[src/rtl/lfsr_decrypt_if.sv]
// Request/acknowledge handshake, data-memory port and result flags of the LFSR decryptor.
// master is the decryptor side; slave is the requester/memory side.
interface lfsr_decrypt_if;
  logic       req;
  logic       ack;
  logic [7:0] mem_addr;
  logic       mem_rd_en;
  logic [7:0] mem_rdata;
  logic       mem_wr_en;
  logic [7:0] mem_wdata;
  logic [3:0] pat_idx;
  logic       err;

  modport master (
    input  req, mem_rdata,
    output ack, mem_addr, mem_rd_en, mem_wr_en, mem_wdata, pat_idx, err
  );

  modport slave (
    output req, mem_rdata,
    input  ack, mem_addr, mem_rd_en, mem_wr_en, mem_wdata, pat_idx, err
  );
endinterface

[src/rtl/lfsr_decrypt.sv]
// Decrypts mem[64..127] into mem[0..63]: identifies the LFSR tap pattern from the
// first ten ciphertext bytes, strips the all-zero preamble and writes the message.
//
// state  | meaning
// IDLE   | waiting for req
// LOAD   | 64 pipelined reads of mem[64..127] into the buffer (65 cycles)
// SEARCH | trying tap candidates 0..8 against buf[1..9]
// WRITE  | skipping the preamble, then 64 ascending writes to mem[0..63]
// DONE   | ack high until req drops; pat_idx/err valid
module lfsr_decrypt (
  input logic            clk,
  input logic            init_n,
  lfsr_decrypt_if.master bus
);

  typedef enum logic [2:0] {IDLE, LOAD, SEARCH, WRITE, DONE} state_t;

  state_t     state;
  state_t     state_nxt;
  logic [6:0] cbuf [64];
  logic [6:0] cnt;
  logic [5:0] cap_idx;
  logic [3:0] cand;
  logic [6:0] lfsr;
  logic [6:0] lfsr_nxt;
  logic [6:0] pos;
  logic [6:0] wcnt;
  logic       writing;
  logic       hit;
  logic [6:0] plain;

  function automatic logic [6:0] tap_of(input logic [3:0] p);
    case (p)
      4'd0:    tap_of = 7'h60;
      4'd1:    tap_of = 7'h48;
      4'd2:    tap_of = 7'h78;
      4'd3:    tap_of = 7'h72;
      4'd4:    tap_of = 7'h6A;
      4'd5:    tap_of = 7'h69;
      4'd6:    tap_of = 7'h5C;
      4'd7:    tap_of = 7'h7E;
      default: tap_of = 7'h7B;
    endcase
  endfunction

  assign lfsr_nxt = {lfsr[5:0], ^(lfsr & tap_of(cand))};
  assign hit      = (lfsr_nxt == cbuf[cnt[5:0]]);
  assign plain    = cbuf[pos[5:0]] ^ lfsr;
  // cnt runs 1..64 while captures land; cnt==64 wraps to index 63
  assign cap_idx  = cnt[5:0] - 6'd1;
  assign bus.ack  = (state == DONE);

  always_ff @(posedge clk or negedge init_n) begin
    if (!init_n) state <= IDLE;
    else         state <= state_nxt;
  end

  always_comb begin
    state_nxt = state;
    case (state)
      IDLE:    if (bus.req) state_nxt = LOAD;
      LOAD:    if (cnt == 7'd64) state_nxt = (cbuf[0] == 7'd0) ? DONE : SEARCH;
      SEARCH: begin
        if (hit && cnt == 7'd9)        state_nxt = WRITE;
        else if (!hit && cand == 4'd8) state_nxt = DONE;
      end
      WRITE:   if (wcnt == 7'd64) state_nxt = DONE;
      DONE:    if (!bus.req) state_nxt = IDLE;
      default: state_nxt = IDLE;
    endcase
  end

  always_ff @(posedge clk) begin
    if (state == LOAD && cnt != 7'd0) cbuf[cap_idx] <= bus.mem_rdata[6:0];
  end

  always_ff @(posedge clk or negedge init_n) begin
    if (!init_n) begin
      bus.mem_rd_en <= 1'b0;
      bus.mem_wr_en <= 1'b0;
      bus.mem_addr  <= 8'd0;
      bus.mem_wdata <= 8'd0;
      bus.err       <= 1'b0;
      bus.pat_idx   <= 4'hF;
      cnt           <= 7'd0;
      cand          <= 4'd0;
      lfsr          <= 7'd0;
      pos           <= 7'd0;
      wcnt          <= 7'd0;
      writing       <= 1'b0;
    end else begin
      case (state)
        IDLE: if (bus.req) begin
          bus.mem_rd_en <= 1'b1;
          bus.mem_addr  <= 8'd64;
          bus.pat_idx   <= 4'hF;
          bus.err       <= 1'b0;
          cnt           <= 7'd0;
        end
        LOAD: begin
          cnt           <= cnt + 7'd1;
          bus.mem_rd_en <= (cnt < 7'd63);
          if (cnt < 7'd63) bus.mem_addr <= 8'd65 + {1'b0, cnt};
          if (cnt == 7'd64) begin
            if (cbuf[0] == 7'd0) bus.err <= 1'b1;
            cand <= 4'd0;
            cnt  <= 7'd1;
            lfsr <= cbuf[0];
          end
        end
        SEARCH: begin
          if (hit) begin
            if (cnt == 7'd9) begin
              bus.pat_idx <= cand;
              lfsr        <= cbuf[0];
              pos         <= 7'd0;
              wcnt        <= 7'd0;
              writing     <= 1'b0;
            end else begin
              lfsr <= lfsr_nxt;
              cnt  <= cnt + 7'd1;
            end
          end else if (cand == 4'd8) begin
            bus.err <= 1'b1;
          end else begin
            cand <= cand + 4'd1;
            lfsr <= cbuf[0];
            cnt  <= 7'd1;
          end
        end
        WRITE: begin
          if (wcnt == 7'd64) begin
            bus.mem_wr_en <= 1'b0;
          end else if (!writing && !pos[6] && plain == 7'd0) begin
            pos  <= pos + 7'd1;
            lfsr <= lfsr_nxt;
          end else begin
            // pos saturates at 64: everything past the message end is padding
            writing       <= 1'b1;
            bus.mem_wr_en <= 1'b1;
            bus.mem_addr  <= {1'b0, wcnt};
            bus.mem_wdata <= pos[6] ? 8'd0 : {1'b0, plain};
            wcnt          <= wcnt + 7'd1;
            if (!pos[6]) begin
              pos  <= pos + 7'd1;
              lfsr <= lfsr_nxt;
            end
          end
        end
        default: ;
      endcase
    end
  end

endmodule

[src/flat_wrapper.sv]
// flat-port wrapper written by rule: the top's interface ports become plain ports
module lfsr_decrypt_flat 
  (clk, init_n, bus_req, bus_mem_rdata, bus_ack, bus_mem_addr, bus_mem_rd_en, bus_mem_wr_en, bus_mem_wdata, bus_pat_idx, bus_err);
  lfsr_decrypt_if bus_i ();
  input logic clk;
  input logic init_n;
  input wire logic [$bits(bus_i.req)-1:0] bus_req;
  input wire logic [$bits(bus_i.mem_rdata)-1:0] bus_mem_rdata;
  output wire logic [$bits(bus_i.ack)-1:0] bus_ack;
  output wire logic [$bits(bus_i.mem_addr)-1:0] bus_mem_addr;
  output wire logic [$bits(bus_i.mem_rd_en)-1:0] bus_mem_rd_en;
  output wire logic [$bits(bus_i.mem_wr_en)-1:0] bus_mem_wr_en;
  output wire logic [$bits(bus_i.mem_wdata)-1:0] bus_mem_wdata;
  output wire logic [$bits(bus_i.pat_idx)-1:0] bus_pat_idx;
  output wire logic [$bits(bus_i.err)-1:0] bus_err;
  assign bus_i.req = bus_req;
  assign bus_i.mem_rdata = bus_mem_rdata;
  assign bus_ack = bus_i.ack;
  assign bus_mem_addr = bus_i.mem_addr;
  assign bus_mem_rd_en = bus_i.mem_rd_en;
  assign bus_mem_wr_en = bus_i.mem_wr_en;
  assign bus_mem_wdata = bus_i.mem_wdata;
  assign bus_pat_idx = bus_i.pat_idx;
  assign bus_err = bus_i.err;
  lfsr_decrypt u_core (.clk(clk), .init_n(init_n), .bus(bus_i));
endmodule
[config.mk]
export PLATFORM = sky130hd
export DESIGN_NAME = lfsr_decrypt_flat
export DESIGN_NICKNAME = d
export VERILOG_FILES = /design/src/rtl/lfsr_decrypt_if.sv /design/src/rtl/lfsr_decrypt.sv /design/src/flat_wrapper.sv
export SDC_FILE = /design/constraint.sdc
export NUM_CORES = 1
export LEC_CHECK = 0
export BUFFER_PORTS_ARGS = -buffer_cell sky130_fd_sc_hd__buf_2
export CAP_MARGIN = 5
export CORE_MARGIN = 2
export CORE_UTILIZATION = 60
export DETAILED_ROUTE_END_ITERATION = 10
export PLACE_DENSITY = 0.78
export SETUP_SLACK_MARGIN = 0.2
export SLEW_MARGIN = 20
export SYNTH_ARGS = -nofsm -noshare
export SYNTH_HDL_FRONTEND = slang
export SYNTH_SLANG_ARGS = --single-unit
[constraint.sdc]
create_clock -name clk -period 8 [get_ports clk]
set_clock_uncertainty 0.15 [all_clocks]
set_input_delay 0.8 -clock clk [delete_from_list [all_inputs] [get_ports clk]]
set_output_delay 0.8 -clock clk [all_outputs]
set_load 0.02 [all_outputs]
==> flow_summary_export.csv <==
group,metric,value,unit
logic_synthesis,synth_edf_count,448,
sta,fmax,196,MHz
logic_synthesis,async_flop_share,11.5,%
grt,grt_pass1_wl,99.3,mm
cts,htree_levels,2,
worst_setup_path,crit_chain,"buf_12, mux4_2, a22o_1, nor4b_1, nor3_1, a2111oi_0, a41o_2, nand4_2, a2111oi_4, mux2_4",
worst_setup_path,cpMaxStageDelayCell,"dfrtp_4",
worst_setup_path,worstSetupPathType,"flop to flop",
sta,setup_viol,0,
logic_synthesis,synth_area_leaders,"edfxtp_1, mux4_2, dfrtp_1, nor2_1, mux2i_1",
grt,grt_max_degree,86,
logic_synthesis,yosysMostFrequentCell,"edfxtp_1",
finish,drive_gt1_share,25.9,%
logic_synthesis,synth_ff_type,"edfxtp_1",
finish,design_area,27000,sq um
cts,cts_tree,"built",
route,viasPerCell,7.41,
logic_synthesis,syn-num-nets,1528,
route,drtAntennaViolNets,0,
cts,root_buffer,"clkbuf_16",
worst_setup_path,path_max_fanout,85,
logic_synthesis,synth_top_area_share,54.2,%
power_and_ir_drop,vdd_ir_drop_max,0.187,mV
cts,clock_sinks,506,
logic_synthesis,ys_ff_latch,506,
sta,timing.hold.ws,0.202,ns
place,placedCellCount,1987,
grt,grt_usage,31.3,%
sta,tns,0,ns
finish,num-fill-cells,2649,
worst_setup_path,required,8.37,ns
logic_synthesis,syn_area,24800,sq um
power_and_ir_drop,p_per_area,330,nW/um^2
sta,period_share,63.8,%
place,dp_hpwl,43.1,mm
logic_synthesis,synth_common_cells,"edfxtp_1, mux4_2, nor2_1",
cts,cts_made_buffers,51,
logic_synthesis,synth_top_cell_by_area,"edfxtp_1",
cts,post-cts-setup-buffers,0,
grt,grt_pass1_vias,15055,
worst_setup_path,crit_arrival,5.48,ns
sta,rsz0062_at_grt,"no",
floorplan,die_width,207,microns
route,drtIter0Drc,2599,
power_and_ir_drop,leakagePower,8.56,nW
sta,period_needed,5.11,ns
status,status,"finished clean",
grt,antenna_found_initial,2,
sta,worst_pin_slew,0.968,ns
floorplan,dieArea,43000,sq um
finish,area_growth,8.84,%
cts,hold_buffers,0,
floorplan,rows,74,
route,drc_errors,0,
finish,nets,1530,
worst_setup_path,endpoint_kind,"flop",
job,cap_violations,0,
sta,hold_viol_final,0,
logic_synthesis,yosysUniqueCellTypes,79,
sta,max-slew-margin-rel,34.9,%
place,port-buffer-count,32,
place,dpl-instance-area,25300,sq um
finish,fin_cells,2080,
logic_synthesis,syn_avg_cell_area,16.5,sq um
worst_setup_path,cpPeakStageDelay,0.85,ns
cts,clk_pin_slew,0.07,ns
route,wirelength,66.5,mm
floorplan,die_h,207,microns
floorplan,start_util,60.8,%
route,firstDrtPassIters,6,
cts,cts_resized,0,
logic_synthesis,postSynthCellCount,1506,
floorplan,coreArea,40800,sq um
place,routabilityCongestion,0.949,
worst_setup_path,critPathLaunchType,"flop",
sta,slew_violations,0,
floorplan,io-pin-count,35,
cts,clkLatencyLatePin,0.62,ns
cts,clockBufferDepth,3,
grt,grt_remaining_overflow,0,
route,routedWlPerCell,32.0,microns
logic_synthesis,ys_seq_area_share,60.1,%
logic_synthesis,synth_warnings,0,
route,via_count,15420,
finish,final_core_util,66.2,%
hold_path,hold_class,"primary input to asynchronous set/reset pin",
[final timing paths]
| path | start | to | slack (ns) | cells past startpoint |
|---|---|---|---|---|
| hold reg to reg | u_core.bus.mem_wdata[6]$_DFFE_PN0P_ | u_core.bus.mem_wdata[6]$_DFFE_PN0P_ | 0.33 | 2 |
| max in group asynchronous | init_n | u_core.pos[0]$_DFFE_PN0P_ | 6.94 | 2 |
| setup / recovery | u_core.cnt[1]$_DFFE_PN0P_ | u_core.bus.pat_idx[0]$_DFFE_PN1P_ | 2.89 | 10 |
| hold / removal | init_n | u_core.cand[3]$_DFFE_PN0P_ | 0.20 | 2 |
| setup reg to reg | u_core.cnt[1]$_DFFE_PN0P_ | u_core.bus.pat_idx[0]$_DFFE_PN1P_ | 2.89 | 10 |
| min in group clk | u_core.bus.mem_wdata[6]$_DFFE_PN0P_ | u_core.bus.mem_wdata[6]$_DFFE_PN0P_ | 0.33 | 2 |
[kinds of logic after synthesis]
| logic type | after synthesis | share of synthesized area [%] |
|---|---|---|
| compound gates | 236 | 6.61 |
| xor+xnor | 23 | 0.812 |
| fa+ha+maj | 11 | 0.555 |
| buf+inv | 125 | 2.57 |
| flops | 506 | 60.1 |
| mux | 284 | 23.3 |
| other cells | 1 | 0.0151 |
| simple gates | 320 | 6.10 |
[through the flow]
| stage | power (mW) | worst slack [ns] |
|---|---|---|
| 2_1_floorplan | 5.60 | 4.35 |
| 3_3_place_gp | 6.40 | 3.01 |
| 3_5_place_dp | 6.46 | 2.95 |
| 4_1_cts | 8.87 | 2.95 |
| 5_1_grt | 9.20 | 2.57 |
| 6_report | 8.91 | 2.89 |
[placed cells by master (no fill, tap or decap), types with 6 or more instances in the layout]
| master | synthesis | routed |
|---|---|---|
| o31ai_1 | 13 | 13 |
| nor2b_1 | 18 | 18 |
| inv_1 | 19 | 19 |
| clkinv_2 | 0 | 10 |
| edfxtp_1 | 448 | 448 |
| clkbuf_1 | 38 | 8 |
| nor4_1 | 10 | 10 |
| o211ai_1 | 7 | 7 |
| a211oi_1 | 6 | 6 |
| a21oi_1 | 27 | 27 |
| or3_1 | 11 | 11 |
| a22oi_1 | 13 | 13 |
| a31oi_1 | 11 | 11 |
| xor2_1 | 9 | 9 |
| o22ai_1 | 35 | 35 |
| mux2i_1 | 39 | 39 |
| buf_2 | 35 | 26 |
| and2_1 | 7 | 7 |
| o21ai_0 | 53 | 53 |
| dfrtp_1 | 54 | 49 |
| a22o_1 | 8 | 8 |
| ha_1 | 11 | 11 |
| nor3_1 | 15 | 15 |
| nand2_1 | 82 | 82 |
| mux4_2 | 232 | 232 |
| xnor2_1 | 14 | 14 |
| nand2b_1 | 9 | 9 |
| nor2_1 | 110 | 110 |
| clkinv_1 | 3 | 9 |
| clkbuf_16 | 0 | 53 |
| o21ai_1 | 6 | 6 |
| nand3_1 | 32 | 32 |
| mux2_2 | 9 | 9 |
| buf_4 | 13 | 22 |
| nand3b_1 | 7 | 7 |
[sequential cells by signal, indices dropped and copies added, names as in the netlist, 3 cells and up]
name	flops
u_core.bus.pat_idx	4
u_core.cand	4
u_core.state	3
u_core.bus.mem_wdata	7
u_core.bus.mem_addr	8
u_core.cnt	7
u_core.pos	7
u_core.lfsr	7
u_core.wcnt	7
u_core.cbuf	448
[worst max-delay path: cells and delay by family (launching register included)]
kind,cells,cell delay [ns]
DFF,1,0.85
AOI/OAI and AO/OA,4,1.72
muxes,2,0.77
buffers and inverters,1,0.44
and+or+nand+nor,3,0.87
[power by group]
part | switching [mW] | internal (mW) | total [mW]
sequential | 0.349 | 3.02 | 3.37
combinational | 1.70 | 1.41 | 3.11
clock | 1.01 | 1.42 | 2.43
total | 3.06 | 5.85 | 8.91
[layout make-up]
type,count,area [sq um],area share (%)
sequential,506,14900,55.3
multi-input combinational,875,9270,34.3
clock buffer,67,1430,5.30
tap,532,666,2.46
timing repair buffer,52,375,1.39
clock inverter,25,256,0.950
inverter,22,82.6,0.306
antenna,1,2.50,0.00926
[metal layers]
metal  GRT usage (%)  routed length [microns]  up-vias
met3            8.41                     8480      182
met4            11.0                     2600        0
met5               0                        0        -
li1                -                        -     6208
met2            47.0                    30800     1187
met1            45.0                    24600     7843
No activity file was read; power rests on OpenSTA's default activity.
